`src/rtl/ast_sa_pkg.sv`:
```
// Shared constants, FSM state encoding and drain-length helper for the systolic array sequencer.
package ast_sa_pkg;

    localparam int DATAWIDTH = 16;
    localparam int DIM       = 4;
    localparam int MAC_LAT   = 1;

    typedef enum logic [2:0] {
        IDLE  = 3'd0,
        CLEAR = 3'd1,
        FEED  = 3'd2,
        DRAIN = 3'd3,
        DONE  = 3'd4
    } state_e;

    // Skew spreads the last beat over 2*(DIM-1) extra hops before the far corner PE sees it.
    function automatic int drain_cyc(input int dim, input int mac_lat);
        return 2 * (dim - 1) + mac_lat + 1;
    endfunction

endpackage

```
`src/rtl/ast_skew_buf_v.sv`:
```
// Per-lane delay lines: lane l of din appears on dout lane l after l+1 cycles.
module ast_skew_buf_v #(
    parameter int DATAWIDTH = ast_sa_pkg::DATAWIDTH,
    parameter int DIM       = ast_sa_pkg::DIM
) (
    input  logic                     clk,
    input  logic                     reset,
    input  logic                     din_vld,
    input  logic [DIM*DATAWIDTH-1:0] din,
    output logic [DIM*DATAWIDTH-1:0] dout
);

    for (genvar lane = 0; lane < DIM; lane++) begin : g_lane
        logic [DATAWIDTH-1:0] pipe [lane+1];

        // An invalid beat enters as zero so it contributes nothing to the dot products.
        always_ff @(posedge clk or posedge reset) begin
            if (reset) begin
                for (int d = 0; d <= lane; d++) begin
                    pipe[d] <= '0;
                end
            end else begin
                pipe[0] <= din_vld ? din[lane*DATAWIDTH +: DATAWIDTH] : '0;
                for (int d = 1; d <= lane; d++) begin
                    pipe[d] <= pipe[d-1];
                end
            end
        end

        assign dout[lane*DATAWIDTH +: DATAWIDTH] = pipe[lane];
    end

endmodule

```
`src/rtl/ast_systolic_ctrl_v.sv`:
```
// Sequencer for the DIM x DIM systolic MAC array: clear, feed K skewed beats, drain, pulse done.
// Optional stall counter enabled by defining AST_CTRL_PERF_EN.
module ast_systolic_ctrl_v #(
    parameter int DATAWIDTH = ast_sa_pkg::DATAWIDTH,
    parameter int DIM       = ast_sa_pkg::DIM,
    parameter int K_W       = 8,
    parameter int MAC_LAT   = ast_sa_pkg::MAC_LAT
) (
    input  logic                     clk,
    input  logic                     reset,
    input  logic                     start,
    input  logic [K_W-1:0]           k_len,
    input  logic                     op_vld,
    output logic                     op_rdy,
    input  logic [DIM*DATAWIDTH-1:0] a_vec,
    input  logic [DIM*DATAWIDTH-1:0] b_vec,
    output logic [DIM*DATAWIDTH-1:0] a_skew,
    output logic [DIM*DATAWIDTH-1:0] b_skew,
    output logic                     mult_en,
    output logic                     acc_en,
    output logic                     load_en,
    output logic                     busy,
    output logic                     done,
    output logic [15:0]              stall_cnt
);

    import ast_sa_pkg::*;

    localparam int DRAIN_CYC = drain_cyc(DIM, MAC_LAT);
    localparam int DC_W      = $clog2(DRAIN_CYC + 1);

    localparam logic [2:0] ST_IDLE  = IDLE;
    localparam logic [2:0] ST_CLEAR = CLEAR;
    localparam logic [2:0] ST_FEED  = FEED;
    localparam logic [2:0] ST_DRAIN = DRAIN;
    localparam logic [2:0] ST_DONE  = DONE;

    logic [2:0]      state;
    logic [K_W-1:0]  k_reg;
    logic [K_W-1:0]  beat_cnt;
    logic [DC_W-1:0] drain_cnt;
    logic            beat_acc;
    logic            last_beat;

    assign op_rdy    = (state == ST_FEED);
    assign beat_acc  = op_vld && op_rdy;
    assign last_beat = (beat_cnt == k_reg - K_W'(1));
    assign mult_en   = (state == ST_FEED) || (state == ST_DRAIN);
    assign acc_en    = mult_en;
    assign load_en   = (state == ST_CLEAR);
    assign busy      = (state != ST_IDLE);
    assign done      = (state == ST_DONE);

    // beat_cnt stops at k_reg-1, so K = 2**K_W-1 never wraps it.
    always_ff @(posedge clk or posedge reset) begin
        if (reset) begin
            state     <= ST_IDLE;
            k_reg     <= '0;
            beat_cnt  <= '0;
            drain_cnt <= '0;
        end else begin
            case (state)
                ST_IDLE: begin
                    if (start) begin
                        k_reg <= k_len;
                        state <= ST_CLEAR;
                    end
                end
                ST_CLEAR: begin
                    beat_cnt  <= '0;
                    drain_cnt <= '0;
                    state     <= (k_reg == '0) ? ST_DONE : ST_FEED;
                end
                ST_FEED: begin
                    if (beat_acc) begin
                        if (last_beat) begin
                            state <= ST_DRAIN;
                        end else begin
                            beat_cnt <= beat_cnt + K_W'(1);
                        end
                    end
                end
                ST_DRAIN: begin
                    if (drain_cnt == DC_W'(DRAIN_CYC - 1)) begin
                        state <= ST_DONE;
                    end else begin
                        drain_cnt <= drain_cnt + DC_W'(1);
                    end
                end
                ST_DONE: state <= ST_IDLE;
                default: state <= ST_IDLE;
            endcase
        end
    end

    ast_skew_buf_v #(.DATAWIDTH(DATAWIDTH), .DIM(DIM)) u_a_skew (
        .clk     (clk),
        .reset   (reset),
        .din_vld (beat_acc),
        .din     (a_vec),
        .dout    (a_skew)
    );

    ast_skew_buf_v #(.DATAWIDTH(DATAWIDTH), .DIM(DIM)) u_b_skew (
        .clk     (clk),
        .reset   (reset),
        .din_vld (beat_acc),
        .din     (b_vec),
        .dout    (b_skew)
    );

`ifdef AST_CTRL_PERF_EN
    logic [15:0] stall_q;

    // Saturates so a pathologically stalled job still reads as "very slow", not small.
    always_ff @(posedge clk or posedge reset) begin
        if (reset) begin
            stall_q <= '0;
        end else if (state == ST_CLEAR) begin
            stall_q <= '0;
        end else if (state == ST_FEED && !op_vld && stall_q != 16'hFFFF) begin
            stall_q <= stall_q + 16'd1;
        end
    end

    assign stall_cnt = stall_q;
`else
    assign stall_cnt = 16'd0;
`endif

endmodule
```
`config.mk`:
```
export PLATFORM = sky130hd
export DESIGN_NAME = ast_systolic_ctrl_v
export DESIGN_NICKNAME = d
export VERILOG_FILES = /design/src/rtl/ast_sa_pkg.sv /design/src/rtl/ast_skew_buf_v.sv /design/src/rtl/ast_systolic_ctrl_v.sv
export SDC_FILE = /design/constraint.sdc
export NUM_CORES = 1
export LEC_CHECK = 0
export BUFFER_PORTS_ARGS = -buffer_cell sky130_fd_sc_hd__buf_2
export CAP_MARGIN = 10
export CELL_PAD_IN_SITES_DETAIL_PLACEMENT = 0
export CELL_PAD_IN_SITES_GLOBAL_PLACEMENT = 1
export CORE_MARGIN = 2
export CORE_UTILIZATION = 42
export CTS_CLUSTER_DIAMETER = 30
export DETAILED_ROUTE_END_ITERATION = 10
export PLACE_DENSITY = 0.76
export REMOVE_ABC_BUFFERS = 1
export SLEW_MARGIN = 5
export SYNTH_ARGS = -nofsm -noshare
export SYNTH_HDL_FRONTEND = slang
export SYNTH_SLANG_ARGS = --single-unit
```
`constraint.sdc`:
```
create_clock -name clk -period 12.5 [get_ports clk]
set_input_delay 0.625 -clock clk [delete_from_list [all_inputs] [get_ports clk]]
set_output_delay 0.625 -clock clk [all_outputs]
set_load 0.02 [all_outputs]
```
# [After elaboration in Yosys (flattened, before gate mapping)]
# Index checks and enable logic that the tools add are counted.
[word_totals] register_bits=343 out_inout_bits=150 wordCells=69
[classes] n_addsub=3 eq_ne=12 mux=19 n_reduce_logical=11
[op_table] cell="$mux W16" count=8
[op_table] cell="$mux W8" count=2
[op_table] cell="$pmux W8 S2" count=1
[op_table] cell="$mux W3" count=5
[op_table] cell="$pmux W3 S4" count=1
[op_table] cell="$add A8 B1 Y8 const B" count=1
[op_table] cell="$eq A8 B8 Y1" count=1
[op_table] cell="$logic_not A8 Y1" count=1
[op_table] cell="$pmux W4 S2" count=1
[op_table] cell="$sub A8 B1 Y8 const B" count=1
[op_table] cell="$eq A3 B2 Y1 const B" count=2
[op_table] cell="$ne A2 B1 Y1 const B" count=3
[op_table] cell="$ne A2 B2 Y1 const B" count=3
[op_table] cell="$add A4 B1 Y4 const B" count=1
[op_table] cell="$eq A4 B3 Y1 const B" count=1
[op_table] cell="$mux W4" count=1
[op_table] cell="$reduce_and A2 Y1" count=2
[op_table] cell="$reduce_and A4 Y1" count=1
[op_table] cell="$reduce_bool A2 Y1" count=2
[op_table] cell="$eq A3 B1 Y1 const B" count=1
[op_table] cell="$eq A3 B3 Y1 const B" count=1
[op_table] cell="$logic_not A3 Y1" count=1
[op_table] cell="$reduce_and A3 Y1" count=1
[op_table] cell="$reduce_bool A3 Y1" count=1
[op_table] cell="2 further kinds" count=2

# [Longest topological paths before layout]
# Gate-level depths: netlist (run 1).
[depth] word_depth=5 ltp_mapped=8 ltp_nobuf=8

# [By module]
# A second synthesis (run 1) with hierarchy kept.
[hier_totals] cells_unflattened=729 area_unflattened_um2=11315.9
[by_module_without_submodules] mod="ast_skew_buf_v" n_inst=2 cells_each=279 area_per_inst_um2=4878.4 seq_area_each_um2=4003.8
[by_module_without_submodules] mod="ast_systolic_ctrl_v" n_inst=1 cells_each=171 area_per_inst_um2=1559.0 seq_area_each_um2=575.6

# [Worst setup path before layout (run 1)]
# Ideal clock, no wire load.
[synth_timing] kind="register to register" from="register k_reg[0]" to="register beat_cnt[1]" t_arrival_ns=1.858 required_ns=12.380 setup_slack_ns=10.522 path_stages_with_launch=9 path_buffers=0 cell_sequence="dfrtp_1 > inv_1 > ha_1 > xor2_1 > o211ai_1 > a211oi_1 > nand4_2 > and3_2 > a31o_2"
[synth_via] elab_chain_cells=4
[synth_rtl] item="from (decl)" line="ast_systolic_ctrl_v.sv:39" text="logic [K_W-1:0] k_reg;"
[synth_rtl] item="from (signal assigned)" line="ast_systolic_ctrl_v.sv:65" text="k_reg <= k_len;"
[synth_rtl] item="$sub A8 B1 Y8" line="ast_systolic_ctrl_v.sv:47" text="assign last_beat = (beat_cnt == k_reg - K_W'(1));"
[synth_rtl] item="$eq A8 B8 Y1" line="ast_systolic_ctrl_v.sv:47"
[synth_rtl] item="$ne A2 B2 Y1 (no line)"
[synth_rtl] item="$reduce_and A3 Y1 (no line)"
[synth_rtl] item="to (signal assigned)" line="ast_systolic_ctrl_v.sv:79" text="beat_cnt <= beat_cnt + K_W'(1);"
[synth_rtl] item="to (decl)" line="ast_systolic_ctrl_v.sv:40" text="logic [K_W-1:0] beat_cnt;"
# No other way between the ends.
# A chain may end at the register's enable or synchronous reset.

# [Worst setup path after layout (run 1)]
[layout_timing] from="register state[2]" to="output port load_en"
[layout_via] elab_chain_cells=1
[layout_rtl] item="from (decl)" line="ast_systolic_ctrl_v.sv:38" text="logic [2:0] state;"
[layout_rtl] item="from (signal assigned)" line="ast_systolic_ctrl_v.sv:72" text="state <= (k_reg == '0) ? ST_DONE : ST_FEED;"
[layout_rtl] item="$eq A3 B1 Y1" line="ast_systolic_ctrl_v.sv:50" text="assign load_en = (state == ST_CLEAR);"
[layout_rtl] item="to (decl)" line="ast_systolic_ctrl_v.sv:21" text="output logic load_en,"
# No other way between the ends.

==> results.toml, run 1 <==
[cells_and_area]
design.final.nets = 1079
mostFrequentLayoutCell = "dfrtp_1"
largest_registers = "u_a_skew.g_lane.pipe: 112 flops, u_b_skew.g_lane.pipe: 112 flops"
area_growth_pct = 27.86
layout-drive-gt1-share_pct = 40.20
final_cell_mix = "dfrtp_1 (343), buf_2 (273), and2_1 (129)"

[min_path]
hp-class = "input port to asynchronous set/reset pin"

[clock_network]
insertion_delay_to_the_later_sink_of_the_worst_skew_pair_ns = 0.56
cts_num_sinks = 343
tritoncts = "built"
htree_num_levels = 2
number_of_buffers_created_by_cts = 59
cts-root-to-sink-buffers = 3
cts.hold.buffers_added = 0
cts_setup_buffers = 0
cts_root_buffer = "clkbuf_16"
post_cts_resized = 0
clk_pin_slew_worst_paths_ns = 0.05

[detailed_routing]
vias_per_cell = 4.221
detail_route.iter0.violations = 285
wl_um = 18910
drt.antenna.violating_nets = 0
remaining_design_rule_violation_count = 0
avgRoutedWirePerCell_um = 14.30
drt_pass1_iterations = 4
vias = 5580

[timing]
setup-violations-final = 0
whs_ns = 0.2659
setup_total_negative_slack_ns = 0
rsz0062_at_grt = "no"
achievable-frequency_mhz = 385.8
finalCritPeriodShare_pct = 20.74
worst_margin_slew_ns = 1.097
finalWorstPathRequiredPeriod_ns = 2.592
relative_slew_slack_pct = 26.85
finalClockSkew_ns = 0.02191
finalHoldViolations = 0
final-max-slew-violation-count = 0

[synthesis]
netlist_area_um2 = 11030
synth.lib_cells_used.distinct = 37
synth-seq-cells = 343
syn-mean-instance-area_um2 = 15.46
seq_area_frac_synth_pct = 77.85
synth_area_leader_cell = "dfrtp_1"
netlist_instances = 713
synth_edf_count = 0
synth_largest_type_area_fraction_pct = 77.85
ys_top_cells_by_area = "dfrtp_1 (78%), buf_4 (7.7%), and2_1 (7.3%)"
asyncSetResetFlopFracSynth_pct = 100.0
synth_warnings = 0
synth-main-ff-cell = "dfrtp_1"

[worst_setup_path]
endpoint_kind = "output port"
timing.critical_path.from = "state[2]"
rr_startpoint = "k_reg[0]"
crit_path_start_kind = "flop"
critPathRequiredTime_ns = 11.88
critPathMaxFanout = 11
reg2regPathDepth = 8
worst-endpoint-arrival_ns = 1.97
criticalPathCategory = "flop to output port"

[floorplanning]
die_h_um = 166.0
design.core.area_um2 = 25910
number_of_ports_placed_on_the_die_boundary = 290
fp-row-count = 59
chipWidth_um = 166.0
initial_core_util_pct = 42.55
die-area_um2 = 27560

[global_route]
grtUsageMet2_pct = 22.12
grt_pass1_wl_um = 30440
grt.busiest_layer = "met2"
globalRouteOverflowTotal = 0
grt_antenna_before_repair = 5
grt_start_max_net_pins = 135
grt_util_met1_pct = 17.07
groute.layer.met3.usage_pct = 5.791
grt_pass1_vias = 5895
grt_usage_pct = 13.86

[placed_design]
port_buffers = 273
finalWeightedCongestion = 0.7829
detailedPlacementHpwl_um = 11990

[power]
leakage_uw = 0.007751
switching_share_pct = 25.73
internal-power_uw = 2511
clock_power_share_pct = 47.9
power_density_nw_per_um2 = 239.8
power_switching_uw = 870.0
combinationalPowerShare_pct = 12.0
sequentialPowerShare_pct = 40.1
max-vdd-ir-drop_uv = 147.5

[status]
run_status = "finished, final reports clean"

[job]
max-cap-violations = 0
## power groups by stage
stage	Combinational, µW	Clock (µW)	Sequential [µW]
floorplan	186	0	1440
global placement	410	0	1370
detailed placement	416	0	1370
CTS	418	1660	1360
global route	454	1720	1370
finish	406	1620	1360
## final timing paths
kind,endpoint,slack [ns]
worst max-delay path,load_en,9.91
worst min-delay path,state[2],0.27
worst max register to register,beat_cnt[1],10.23
worst min register to register,u_a_skew.g_lane[3].pipe[30],0.33
max in group asynchronous,u_a_skew.dout[31],9.97
min in group clk,u_a_skew.g_lane[0].pipe[3],0.27
## synth_stat cells, types with 5 or more instances
cell type and number:
clkbuf_1 17, buf_4 113, mux2i_1 6, dfrtp_1 343, inv_1 6, nand3_1 5, o21ai_0 6, xor2_1 7
xnor2_1 5, and2_1 129, nor2_1 9, mux2_2 6, nand2_1 20
## through the flow
stage | setup WS, ns | total power, µW | instance area, µm² | utilization (%) | cells
after floorplan | 2.367 | 1625 | 10170 | - | 597
after global placement | 9.275 | 1776 | 11990 | 46.29 | 1209
after detailed placement | 9.228 | 1790 | 11990 | 46.29 | 1209
after CTS | 9.813 | 3435 | 14090 | 54.39 | 1320
after global routing | 9.452 | 3543 | 14090 | 54.39 | 1320
final | 9.908 | 3381 | 14100 | 54.41 | 1322
## area by class of cell
cell class              instances  area (µm²)
fillers                      2103       11810
flip-flops and latches        343        8583
clock buffers                  71        1613
multi-input cells             248        1565
repair buffers                277        1396
clock inverters                40       485.5
well taps                     335       419.2
inverters                       6       30.03
diodes                          2       5.005
## worst max-delay path, stage by stage, from the launching register on
cell      delay [ns]
dfrtp_1         0.41
nor2b_1         0.26
nand2b_1        0.31
inv_1           0.24
buf_2           0.20
## logic make-up after synthesis
family                     Yosys count  synth area share, %
muxes                               12                1.157
AOI/OAI and AO/OA                   17               0.9987
and+or+nand+nor                    187                10.04
other                                1              0.03401
buffers and inverters              137                8.511
DFF                                343                77.85
adders and majority gates            4               0.4539
xor gates and xnor gates            12               0.9532
## per-layer routing
metal	part of all wire [%]	wire (µm)
met5	0.24	46
met2	47	8975
met3	8.9	1674
met4	2.3	434
met1	41	7774
(Power assumes the default switching activity.)
==> run 2, diff against run 1 <==
- CORE_UTILIZATION: 42 -> 38
- PLACE_DENSITY: 0.76 -> 0.73
- clock period: 12.5 -> 2.33 ns (I/O delays scaled with it)
==> run 2 against run 1 <==
Compared with the run above: clock power rose to 6.1 times the previous value; cell count up 16%; routed wire length up 14%; design area up 13%; clock-buffer cell count up 7; setup slack worse by 9.8 ns; critical path type is now flop to flop; largest power group unchanged; highest routed layer is now met4.
==> results.toml, run 2 (synthesis gave the netlist of run 1 again) <==
[power]
sequentialPowerShare_pct = 37.2
combinationalPowerShare_pct = 12.8
power_density_nw_per_um2 = 1228
clock_power_share_pct = 50.0
switching_share_pct = 25.96
leakage_uw = 0.008509
power_switching_uw = 5088
internal-power_uw = 14510
max-vdd-ir-drop_uv = 727.9

[min_path]
holdPathEnd = "k_reg[0]"
hp-class = "input port to flop"
hold_depth = 5
worstHoldStart = "start"

[floorplanning]
initial_core_util_pct = 38.52
die_h_um = 174.3
chipWidth_um = 174.3
die-area_um2 = 30390
number_of_ports_placed_on_the_die_boundary = 290
design.core.area_um2 = 28630
fp-row-count = 62

[global_route]
grt_antenna_before_repair = 0
grt_usage_pct = 14.79
grt_pass1_wl_um = 35610
globalRouteOverflowTotal = 0
grt_start_max_net_pins = 77
grt_pass1_vias = 6962

[worst_setup_path]
endpoint_kind = "flop"
worst-endpoint-arrival_ns = 2.60
ff2ff_setup_slack_ns = 0.13
reg2regPathDepth = 8
critPathMaxFanout = 4
crit_path_start_kind = "flop"
rr_startpoint = "k_reg[0]"
critPathRequiredTime_ns = 2.73
r2r-end = "beat_cnt[3]"
criticalPathCategory = "flop to flop"

[timing]
setup_ws_ns = 0.1345
relative_slew_slack_pct = 63.02
finalWorstPathRequiredPeriod_ns = 2.196
final-max-slew-violation-count = 0
setup-violations-final = 0
finalCritPeriodShare_pct = 94.23
setup_total_negative_slack_ns = 0
rsz0062_at_grt = "no"
achievable-frequency_mhz = 455.5
worst_margin_slew_ns = 0.5547
finalHoldViolations = 0
finalClockSkew_ns = 0.02133

[detailed_routing]
drt_pass1_iterations = 4
vias_per_cell = 4.093
detail_route.iter0.violations = 266
drt.antenna.violating_nets = 0
vias = 6262
avgRoutedWirePerCell_um = 14.12
remaining_design_rule_violation_count = 0
wl_um = 21600

[cells_and_area]
largest_registers = "u_a_skew.g_lane.pipe: 112 flops, u_b_skew.g_lane.pipe: 112 flops"
multi_input_comb_area_um2 = 1583
area_used_by_sequential_logic_in_the_layout_um2 = 8583
layout-drive-gt1-share_pct = 36.74
area_growth_pct = 44.75
num_antenna_cells = 0
final_cell_mix = "dfrtp_1 (343), buf_2 (273), dlygate4sd3_1 (138)"
design.final.nets = 1235
mostFrequentLayoutCell = "dfrtp_1"
fin_area_um2 = 15960
fillers = 2325

[clock_network]
clk_pin_slew_worst_paths_ns = 0.05
cts_root_buffer = "clkbuf_16"
htree_num_levels = 3
cts-root-to-sink-buffers = 3
cts_num_sinks = 343
number_of_buffers_created_by_cts = 68
insertion_delay_to_the_later_sink_of_the_worst_skew_pair_ns = 0.54
tritoncts = "built"

[placed_design]
place_area_um2 = 12170
port_buffers = 273
finalWeightedCongestion = 0.7722
pre_cts_slack_ns = 0.1465
detailedPlacementHpwl_um = 13010

[job]
max-cap-violations = 0

[status]
run_status = "finished, final reports clean"
## run 2: cell types whose count changed in the layout (fill, tap and decap cells not counted), sizes merged, moves of 6 or more
| cell | previous run | this run |
|---|---|---|
| buf | 277 | 285 |
| dlygate4sd3 | 0 | 138 |
| clkinvlp | 6 | 12 |
| clkinv | 19 | 13 |
| inv | 14 | 20 |
| clkbuf | 71 | 78 |
## run 2: cell type report
cell class	instances	area share, %
flip-flops and latches	343	53.78
multi-input cells	249	9.918
clock inverters	47	3.520
repair buffers	423	18.17
clock buffers	78	11.41
inverters	6	0.1882
well taps	384	3.011
## run 2: worst max-delay path by stage
stage          startpoint           to  slack [ns]  depth (start not counted)
3_5_place_dp     k_reg[0]  beat_cnt[1]        0.15                          8
5_1_grt          k_reg[0]  beat_cnt[5]      0.0002                          8
4_1_cts          k_reg[0]  beat_cnt[1]        0.12                          8
2_1_floorplan       reset  beat_cnt[0]       -7.29                          1
6_report         k_reg[0]  beat_cnt[3]        0.13                          8
3_3_place_gp     k_reg[0]  beat_cnt[1]        0.19                          8
## run 2: critical path, stage by stage, from the launching register on
cell and delay (ns):
dfrtp_1 0.41, inv_1 0.11, ha_1 0.22, xor2_1 0.22, a21oi_1 0.09, o22a_1 0.24, nand4_1 0.18, or4b_1 0.47
mux2i_1 0.13
## run 2: through the flow
| step | hold WS (ns) | cells | util [%] | power (µW) |
|---|---|---|---|---|
| final | 0.1132 | 1530 | 55.75 | 19600 |
| after global routing | 0.1285 | 1530 | 55.75 | 20530 |
| after floorplan | 0.2333 | 597 | - | 8717 |
| after global placement | 0.1583 | 1265 | 42.52 | 9611 |
| after detailed placement | 0.1652 | 1265 | 42.52 | 9685 |
| after CTS | 0.08906 | 1528 | 55.66 | 19840 |
## run 2: routing by layer
metal / up-vias / global-route usage, % / share of wire [%]
li1: 2898 / - / -
met1: 3079 / 17.56 / 41
met2: 236 / 24.22 / 49
met3: 49 / 4.899 / 7.0
met4: 0 / 7.248 / 3.1
met5: - / 0 / 0
## run 2: repair_timing
action,in CTS,in global routing
buffers inserted,0,1
endpoints found under the hold margin,247,0
gates resized for setup,0,2
setup endpoints to repair,0,2
hold buffers,138,0
## run 2: power by group through the flow
stage	clock network (µW)	logic [µW]	registers (µW)
6_report	9810	2510	7280
2_1_floorplan	0	999	7720
4_1_cts	10000	2510	7290
3_3_place_gp	0	2290	7320
5_1_grt	10400	2750	7390
3_5_place_dp	0	2320	7370
==> run 3, diff against run 2 <==
- CORE_UTILIZATION: 38 -> 42
- PLACE_DENSITY: 0.73 -> 0.76
- clock period: 2.33 -> 2.2 ns (I/O delays scaled with it)
==> run 3 against run 2 <==
Compared with the run above: clock skew grew 0.016 ns; combinational power is 8.0% higher; utilization is 4.7 points higher; fmax is 6.0% higher; sequential power up 5.4%; critical path type unchanged; highest routed layer unchanged.
==> results.toml, run 3 (synthesis gave the netlist of run 1 again) <==
[min_path]
hp-class = "input port to flop"

[floorplanning]
fp-row-count = 59
design.core.area_um2 = 25910
number_of_ports_placed_on_the_die_boundary = 290
chipWidth_um = 166.0
die-area_um2 = 27560
initial_core_util_pct = 42.55
die_h_um = 166.0

[detailed_routing]
wl_um = 21000
detail_route.iter0.violations = 287
drt_pass1_iterations = 4
drt.antenna.violating_nets = 0
remaining_design_rule_violation_count = 0
vias_per_cell = 4.170
avgRoutedWirePerCell_um = 14.29
vias = 6130

[timing]
setup_ws_ns = 0.1296
whs_ns = 0.09980
relative_slew_slack_pct = 65.19
setup-violations-final = 0
final-max-slew-violation-count = 0
rsz0062_at_grt = "yes"
finalClockSkew_ns = 0.03690
finalWorstPathRequiredPeriod_ns = 2.070
worst_margin_slew_ns = 0.5222
finalHoldViolations = 0
achievable-frequency_mhz = 483.0
finalCritPeriodShare_pct = 94.11

[cells_and_area]
final_cell_mix = "dfrtp_1 (343), buf_2 (273), dlygate4sd3_1 (138)"
mostFrequentLayoutCell = "dfrtp_1"
area_used_by_sequential_logic_in_the_layout_um2 = 8583
area_growth_pct = 42.17
multi_input_comb_area_um2 = 1602
fillers = 1924
design.final.nets = 1229
largest_registers = "u_a_skew.g_lane.pipe: 112 flops, u_b_skew.g_lane.pipe: 112 flops"
utilization_pct = 60.50
layout-drive-gt1-share_pct = 36.51
final_cell_count_no_fill = 1470

[worst_setup_path]
slowest_delay_ns = 0.36
path_buf_inv = 2
critPathRequiredTime_ns = 2.64
cell_chain_of_the_critical_path = "inv_1, ha_2, xor2_1, o211ai_1, a211oi_2, nand4_2, buf_4, nand3_1, mux2i_1"
critical-path-slowest-cell = "dfrtp_1"
worst-endpoint-arrival_ns = 2.51
cp_top_family = "flip-flops"
endpoint_kind = "flop"
criticalPathCategory = "flop to flop"
crit_path_start_kind = "flop"
critPathMaxFanout = 7

[clock_network]
number_of_buffers_created_by_cts = 59
cts_num_sinks = 343
clk_pin_slew_worst_paths_ns = 0.05
insertion_delay_to_the_later_sink_of_the_worst_skew_pair_ns = 0.57
htree_num_levels = 2
cts_root_buffer = "clkbuf_16"
cts-root-to-sink-buffers = 3
tritoncts = "built"

[global_route]
grt_start_max_net_pins = 79
globalRouteOverflowTotal = 0
grt_pass1_wl_um = 34290
grt_antenna_before_repair = 1
grt_pass1_vias = 6824
grt_usage_pct = 15.45

[placed_design]
finalWeightedCongestion = 0.7840
pre_cts_slack_ns = -0.01262
dp_cells = 1215
detailedPlacementHpwl_um = 12420
port_buffers = 273

[power]
combinationalPowerShare_pct = 13.7
switching_share_pct = 25.95
power_switching_uw = 5111
fin_total_pwr_uw = 19700
max-vdd-ir-drop_uv = 890.8
internal-power_uw = 14580
leakage_uw = 0.008405
power_density_nw_per_um2 = 1256
clock_power_share_pct = 47.3
sequentialPowerShare_pct = 39.0

[status]
run_status = "finished, final reports clean"

[job]
max-cap-violations = 0
-- run 3: changes by cell type in the layout (fill, tap and decap cells not counted), moves of 2 or more --
cell        change
nor4b_2         +2
nor4b_1         -2
clkinvlp_4      -6
clkbuf_16       -9
buf_4           +4
-- run 3: power groups by stage --
stage | logic, µW | clock network [µW] | registers, µW
detailed placement | 2470 | 0 | 7780
global route | 2970 | 9860 | 7780
finish | 2710 | 9310 | 7670
CTS | 2680 | 9510 | 7690
global placement | 2440 | 0 | 7720
floorplan | 1060 | 0 | 8170
-- run 3: layer usage --
layer / GRT usage [%] / vias up / part of all wire, %
met1: 19.00 / 2959 / 40
met4: 6.011 / 0 / 2.6
li1: - / 2869 / -
met3: 5.195 / 50 / 7.9
met5: 0 / - / 0
met2: 25.38 / 252 / 49
-- run 3: repair_timing --
item,CTS,global route
cloned,0,0
endpoints found under the hold margin,200,0
pin swaps,1,2
hold buffers,138,0
resized for setup,0,7
setup buffers,3,3
setup endpoints to repair,1,10
-- run 3: final cells by class --
type / count / share of cell area [%]
Tap cell: 335 / 2.674
Multi-Input combinational cell: 248 / 10.22
Inverter: 6 / 0.1916
Timing Repair Buffer: 427 / 18.69
Clock buffer: 69 / 10.11
Clock inverter: 41 / 3.337
Sequential cell: 343 / 54.76
Antenna cell: 1 / 0.01596
-- run 3: final timing paths --
| kind | cells past startpoint | to | slack, ns | start |
|---|---|---|---|---|
| min | 5 | k_reg[0] | 0.1 | start |
| min in group asynchronous | 3 | drain_cnt[2] | 0.15 | reset |
| max reg2reg | 9 | beat_cnt[7] | 0.13 | k_reg[1] |
| max in group asynchronous | 4 | u_a_skew.g_lane[3].pipe[59] | 1.29 | reset |
| max | 9 | beat_cnt[7] | 0.13 | k_reg[1] |
| min reg2reg | 0 | u_a_skew.g_lane[3].pipe[43] | 0.32 | u_a_skew.g_lane[3].pipe[59] |
-- run 3: through the flow --
stage	setup TNS (ns)	instance area, µm²
after floorplan	-2572.94	10170
after global placement	0	12100
after detailed placement	-0.01262	12100
after CTS	0	15610
after global routing	-0.002554	15680
final	0	15680
-- run 3: worst min-delay path, stage by stage --
cell	delay [ns]
buf_2	0.07
inv_1	0.03
nor2_1	0.09
buf_4	0.19
o21ai_0	0.09
